===== src/rtl/usb3_wr_arbiter.sv =====
// Write-side scheduler for the FX3 GPIF-II slave FIFO: two stream channels share
// the 32-bit write port, with whole bursts granted round-robin.
module usb3_wr_arbiter #(
  parameter int unsigned BURST_LEN = 256,
  parameter int unsigned ADDR_LAT  = 3,
  parameter int unsigned GAP       = 2,
  parameter logic [1:0]  TH0_ADDR  = 2'b00,
  parameter logic [1:0]  TH1_ADDR  = 2'b01
) (
  input  logic        clk125m,
  input  logic        rst,
  input  logic        ch0_valid,
  input  logic [31:0] ch0_data,
  input  logic        ch0_last,
  output logic        ch0_ready,
  input  logic        ch1_valid,
  input  logic [31:0] ch1_data,
  input  logic        ch1_last,
  output logic        ch1_ready,
  input  logic        flaga,
  input  logic        flagb,
  input  logic        flagc,
  input  logic        flagd,
  output logic        slcs_n,
  output logic        slwr_n,
  output logic        slrd_n,
  output logic        sloe_n,
  output logic        pktend_n,
  output logic [1:0]  a,
  output logic [31:0] data,
  output logic        grant,
  output logic        busy
);

  localparam int unsigned CNT_W   = $clog2(BURST_LEN + 1);
  localparam int unsigned TMR_MAX = (ADDR_LAT > GAP) ? ADDR_LAT : GAP;
  localparam int unsigned TMR_W   = (TMR_MAX > 1) ? $clog2(TMR_MAX) : 1;

  localparam logic [CNT_W-1:0] BURST_MAX = CNT_W'(BURST_LEN);
  localparam logic [TMR_W-1:0] LAT_END   = TMR_W'(ADDR_LAT - 1);
  localparam logic [TMR_W-1:0] GAP_END   = TMR_W'(GAP - 1);

  typedef enum logic [2:0] {
    S_IDLE,
    S_ADDR,
    S_CHECK,
    S_BURST,
    S_GAP
  } state_t;

  state_t           state;
  logic [CNT_W-1:0] word_cnt;
  logic [TMR_W-1:0] tmr;
  logic             prio;

  logic             sel_valid;
  logic [31:0]      sel_data;
  logic             sel_last;
  logic             sel_flag;
  logic             in_burst;
  logic             accept;
  logic             pick;
  logic [CNT_W-1:0] word_nxt;

  // FX3 flags C/D are not used by this write path.
  logic unused_flags;
  assign unused_flags = flagc | flagd;

  always_comb begin
    sel_valid = grant ? ch1_valid : ch0_valid;
    sel_data  = grant ? ch1_data  : ch0_data;
    sel_last  = grant ? ch1_last  : ch0_last;
    sel_flag  = grant ? flagb     : flaga;
    in_burst  = (state == S_BURST) && (word_cnt < BURST_MAX);
    accept    = sel_valid && in_burst;
    word_nxt  = word_cnt + CNT_W'(1);
    // Contention goes to prio; otherwise whichever channel is requesting.
    pick      = (ch0_valid && ch1_valid) ? prio : ch1_valid;
  end

  assign ch0_ready = in_burst && !grant;
  assign ch1_ready = in_burst && grant;

  // Read path is never used by this block.
  assign slrd_n = 1'b1;
  assign sloe_n = 1'b1;

  always_ff @(posedge clk125m) begin
    // NOTE: non-blocking assignments keep every register update in this block
    // based on pre-edge values, so statement order cannot create races.
    if (rst) begin
      state    <= S_IDLE;
      grant    <= 1'b0;
      prio     <= 1'b0;
      a        <= TH0_ADDR;
      data     <= '0;
      slcs_n   <= 1'b1;
      slwr_n   <= 1'b1;
      pktend_n <= 1'b1;
      busy     <= 1'b0;
      word_cnt <= '0;
      tmr      <= '0;
    end else begin
      slwr_n   <= 1'b1;
      pktend_n <= 1'b1;
      case (state)
        S_IDLE: begin
          if (ch0_valid || ch1_valid) begin
            grant  <= pick;
            a      <= pick ? TH1_ADDR : TH0_ADDR;
            tmr    <= '0;
            slcs_n <= 1'b0;
            busy   <= 1'b1;
            state  <= S_ADDR;
          end
        end
        S_ADDR: begin
          if (tmr == LAT_END) state <= S_CHECK;
          else                tmr   <= tmr + TMR_W'(1);
        end
        S_CHECK: begin
          tmr      <= '0;
          word_cnt <= '0;
          state    <= sel_flag ? S_BURST : S_GAP;
        end
        S_BURST: begin
          if (accept) begin
            slwr_n   <= 1'b0;
            data     <= sel_data;
            word_cnt <= word_nxt;
            // A full packet commits by itself; only a short one needs PKTEND.
            if (sel_last && (word_nxt != BURST_MAX)) pktend_n <= 1'b0;
            if (sel_last || (word_nxt == BURST_MAX)) state <= S_GAP;
          end
        end
        S_GAP: begin
          if (tmr == GAP_END) begin
            prio   <= ~grant;
            slcs_n <= 1'b1;
            busy   <= 1'b0;
            state  <= S_IDLE;
          end else begin
            tmr <= tmr + TMR_W'(1);
          end
        end
        default: state <= S_IDLE;
      endcase
    end
  end

endmodule


===== config.mk =====
export PLATFORM = sky130hd
export DESIGN_NAME = usb3_wr_arbiter
export DESIGN_NICKNAME = d
export VERILOG_FILES = /design/src/rtl/usb3_wr_arbiter.sv
export SDC_FILE = /design/constraint.sdc
export NUM_CORES = 1
export LEC_CHECK = 0
export ABC_AREA = 1
export CAP_MARGIN = 20
export CELL_PAD_IN_SITES_DETAIL_PLACEMENT = 2
export CELL_PAD_IN_SITES_GLOBAL_PLACEMENT = 2
export CORE_MARGIN = 3
export CORE_UTILIZATION = 21
export DETAILED_ROUTE_END_ITERATION = 6
export HOLD_SLACK_MARGIN = 0.1
export PLACE_DENSITY_LB_ADDON = 0.1
export SLEW_MARGIN = 15
export SYNTH_ARGS = -nofsm -noshare
export SYNTH_HDL_FRONTEND = slang
export SYNTH_SLANG_ARGS = --single-unit

===== constraint.sdc =====
create_clock -name clk125m -period 2 [get_ports clk125m]
set_clock_uncertainty 0.2 [all_clocks]
set_input_delay 0.3 -clock clk125m [delete_from_list [all_inputs] [get_ports clk125m]]
set_output_delay 0.3 -clock clk125m [all_outputs]
set_load 0.02 [all_outputs]

==> results of run 1 <==
## stage by stage
step / instance area (um2) / hold slack [ns]
after global routing: 4020 / 0.336
after floorplan: 2520 / 0.169
after CTS: 4010 / 0.297
after detailed placement: 3860 / 0.286
final: 4020 / 0.294
after global placement: 3860 / 0.258
## how the worst min path moves through the flow
stage | end | cells after the start | slack [ns]
global placement | slcs_n | 2 | 0.26
CTS | busy | 2 | 0.30
global route | busy | 2 | 0.34
finish | busy | 2 | 0.29
detailed placement | busy | 2 | 0.29
floorplan | busy | 1 | 0.17
## area by class of cell
cell class	instances	area (um2)
Sequential cell	52	1050
Fill cell	1361	7540
Clock buffer	8	146
Tap cell	143	179
Inverter	30	113
Timing Repair Buffer	130	1280
Multi-Input combinational cell	252	1260
## cells in the final DEF (no fill, tap or decap), types with 2 or more instances in the layout
cell type          n
clkbuf_1           2
nor2_2             2
inv_2              4
buf_4             16
buf_12             3
nand4_1            3
o21ai_1           21
a21oi_1            6
conb_1             3
nand2_1          106
clkdlybuf4s50_1  107
ha_1               3
o21bai_1           2
nand3_1           19
o21ai_0           20
dlygate4sd2_1      2
o211ai_1           3
dfxtp_1           48
a31oi_1           32
nor2_4             2
clkbuf_16          5
dfxtp_2            3
nand2_2            4
nor2_1            15
a32o_1             3
clkinv_1           2
inv_1             24
## cell families (layout without fill, tap and decap cells)
logic type / after synthesis / after routing / share of synthesized area
other: 2 / 3 / 0.00299
AOI/OAI and AO/OA: 91 / 91 / 0.211
adders and majority gates: 4 / 4 / 0.0199
and+or+nand+nor: 154 / 154 / 0.256
DFF: 52 / 52 / 0.414
buffers and inverters: 53 / 168 / 0.0965
## routing by layer
| layer | wire length (um) | global-route usage | vias to the layer above |
|---|---|---|---|
| met3 | 665 | 0.0517 | 5 |
| met2 | 4710 | 0.246 | 58 |
| li1 | - | - | 1413 |
| met1 | 4170 | 0.182 | 1328 |
| met4 | 68 | 0.0305 | 0 |
| met5 | 0 | 0 | - |
## power groups by stage
stage	clock network [mW]	registers [mW]	logic, mW
3_3_place_gp	0	1.25	1.23
3_5_place_dp	0	1.26	1.27
5_1_grt	0.974	1.25	1.41
6_report	0.892	1.23	1.24
2_1_floorplan	0	1.34	0.571
4_1_cts	0.940	1.23	1.27
## worst reg2reg max path, delay by kind of cell, from the launching register on
kind                       cells  cell delay (ns)
and+or+nand+nor               10             0.90
adders and majority gates      1             0.17
DFF                            1             0.38
buffers and inverters          1             0.03
## flip-flops by register name (all words and copies together) (netlist names)
register and count:
state 3, slwr_n 1, prio 1, grant 1, data 32, busy 1
tmr 2, pktend_n 1, slcs_n 1, word_cnt 9
## repair_timing
| action | 4_1_cts | 5_1_grt |
|---|---|---|
| pin swaps | 0 | 0 |
| endpoints found under the setup margin | 6 | 10 |
| resized for setup | 8 | 13 |
==> flow_metrics.py, run 1 <==
metrics = {
    "pwr": {
        "p_sw_mw": 1.17,
        "ir_drop_mv": 0.247,
        "power_mw": 3.37,
        "p_int_mw": 2.20,
        "seqPwrFrac": 0.366,
        "swShare": 0.347,
        "clkPwrFrac": 0.265,
        "p_leak_nw": 1.60,
        "power_density_nw_per_um2": 837,
        "power_frac_comb": 0.369,
    },
    "global_route": {
        "grt_max_degree": 46,
        "antenna_found_initial": 0,
        "grt_pass1_vias": 2897,
        "grt_use_total": 0.146,
        "grt_pass1_wl_mm": 15.4,
        "grt_overflow": 0,
    },
    "clock_tree": {
        "path_clk_slew_ns": 0.07,
        "clkLatencyLatePin_ns": 0.29,
        "cts.sink_count": 52,
        "cts_buffer_depth": 2,
        "root_buffer": "clkbuf_16",
        "cts_tree": "yes",
        "hold_buffers": 0,
        "cts_setup_buffers": 0,
        "cts_buffers": 5,
        "h-tree-depth": 2,
    },
    "setup_path": {
        "reg2reg_slack_ns": 0.22,
        "critPathMaxFanout": 2,
        "worst-path-buf-inv": 3,
        "cp-end-kind": "output pin",
        "max_stage_delay_ns": 0.36,
        "ff2ff_path_depth": 12,
        "critPathCapture": "ch0_ready",
        "path_depth": 7,
        "cp-start-kind": "register",
        "cpLargestDelayFamily": "simple AND/OR/NAND/NOR gates",
        "cp_cell_sequence": "inv_2 > nor2_4 > nand2_2 > nor2_4 > inv_1 > nor2_1 > buf_2",
        "critical_path_arrival_ns": 1.32,
        "crit_slowest_cell": "dfxtp_1",
        "r2r_start": "word_cnt[1]",
        "cp_common_cell": "nor2_4",
        "critPathLaunch": "state[1]",
        "r2r_end": "state[1]",
        "critical_path_class": "reg -> out",
        "crit_required_ns": 1.50,
    },
    "yosys": {
        "synth_seq_area_share": 0.414,
        "synth-main-ff-cell": "dfxtp_1",
        "yosysWarningCount": 0,
        "synth-edff-count": 0,
        "synthCells": 356,
        "synth_seq_cells": 52,
        "synth_top_area_frac": 0.414,
        "synth.most_common_cell": "nand2_1",
        "synth_commonest_cells": "nand2_1 (107), dfxtp_1 (52), a31oi_1 (32), inv_1 (26), o21ai_0 (21)",
        "async_reset_ff_frac": 0,
        "synth_area_leaders": "dfxtp_1 (41%), nand2_1 (16%), a31oi_1 (8.0%), o21ai_0 (4.2%), nand3_1 (4.0%)",
        "synth.avg_cell_area_um2": 7.06,
        "synth.distinct_cells": 30,
        "syn_area_um2": 2510,
        "yosys.area.top_type": "dfxtp_1",
    },
    "place": {
        "dp_slack_ns": -0.204,
        "gp_congestion": 0.746,
        "io_buffers": 111,
        "dpl.hpwl_mm": 7.29,
        "dp.cells": 607,
    },
    "min_path": {
        "min_path_type": "reg -> reg",
        "holdCritStartpoint": "busy",
    },
    "routing": {
        "vias": 2804,
        "drc": 0,
        "avgViaCountPerCell": 4.56,
        "drtAntennaViolNets": 0,
        "drt_iter0_markers": 72,
        "detail_route.wl_per_cell_um": 15.6,
        "drt_wl_total_mm": 9.61,
        "first_pass_iters": 4,
    },
    "sta": {
        "rsz0062_at_grt": "false",
        "finalCriticalPeriod_ns": 1.82,
        "fin_ws_ns": 0.178,
        "fin_crit_sh": 0.911,
        "slew_violations": 0,
        "finalSetupTns_ns": 0,
        "setup_viol": 0,
        "finalHoldViolCount": 0,
        "max_clock_freq_ghz": 0.549,
    },
    "floorplan": {
        "dieArea_um2": 13300,
        "die-height_um": 115,
        "start_util": 0.217,
        "die_w_um": 115,
        "ios": 117,
        "num_rows": 39,
        "core_area_um2": 11600,
    },
    "layout": {
        "layout-drive-gt1-share": 0.0975,
        "fin_cells": 615,
        "antenna_cells": 0,
        "fin_util": 0.348,
        "area_delta_synth_final_pct": 60.0,
        "nets": 549,
    },
    "outcome": {
        "outcome": "completed",
    },
    "run": {
        "max-cap-violations": 0,
    },
}
Power figures use the tool's default switching activity.
==> run 2: changes to the inputs <==
--- a/config.mk
+++ b/config.mk
@@ -6,15 +6,17 @@
 export NUM_CORES = 1
 export LEC_CHECK = 0
 export ABC_AREA = 1
+export ABC_CLOCK_PERIOD_IN_PS = 2000
 export CAP_MARGIN = 20
 export CELL_PAD_IN_SITES_DETAIL_PLACEMENT = 2
 export CELL_PAD_IN_SITES_GLOBAL_PLACEMENT = 2
 export CORE_MARGIN = 3
 export CORE_UTILIZATION = 21
+export CTS_CLUSTER_DIAMETER = 30
 export DETAILED_ROUTE_END_ITERATION = 6
 export HOLD_SLACK_MARGIN = 0.1
 export PLACE_DENSITY_LB_ADDON = 0.1
-export SLEW_MARGIN = 15
+export SLEW_MARGIN = 20
 export SYNTH_ARGS = -nofsm -noshare
 export SYNTH_HDL_FRONTEND = slang
 export SYNTH_SLANG_ARGS = --single-unit
==> results of run 2 <==
No change in the layout: final DEF, timing and power equal those of run 1.
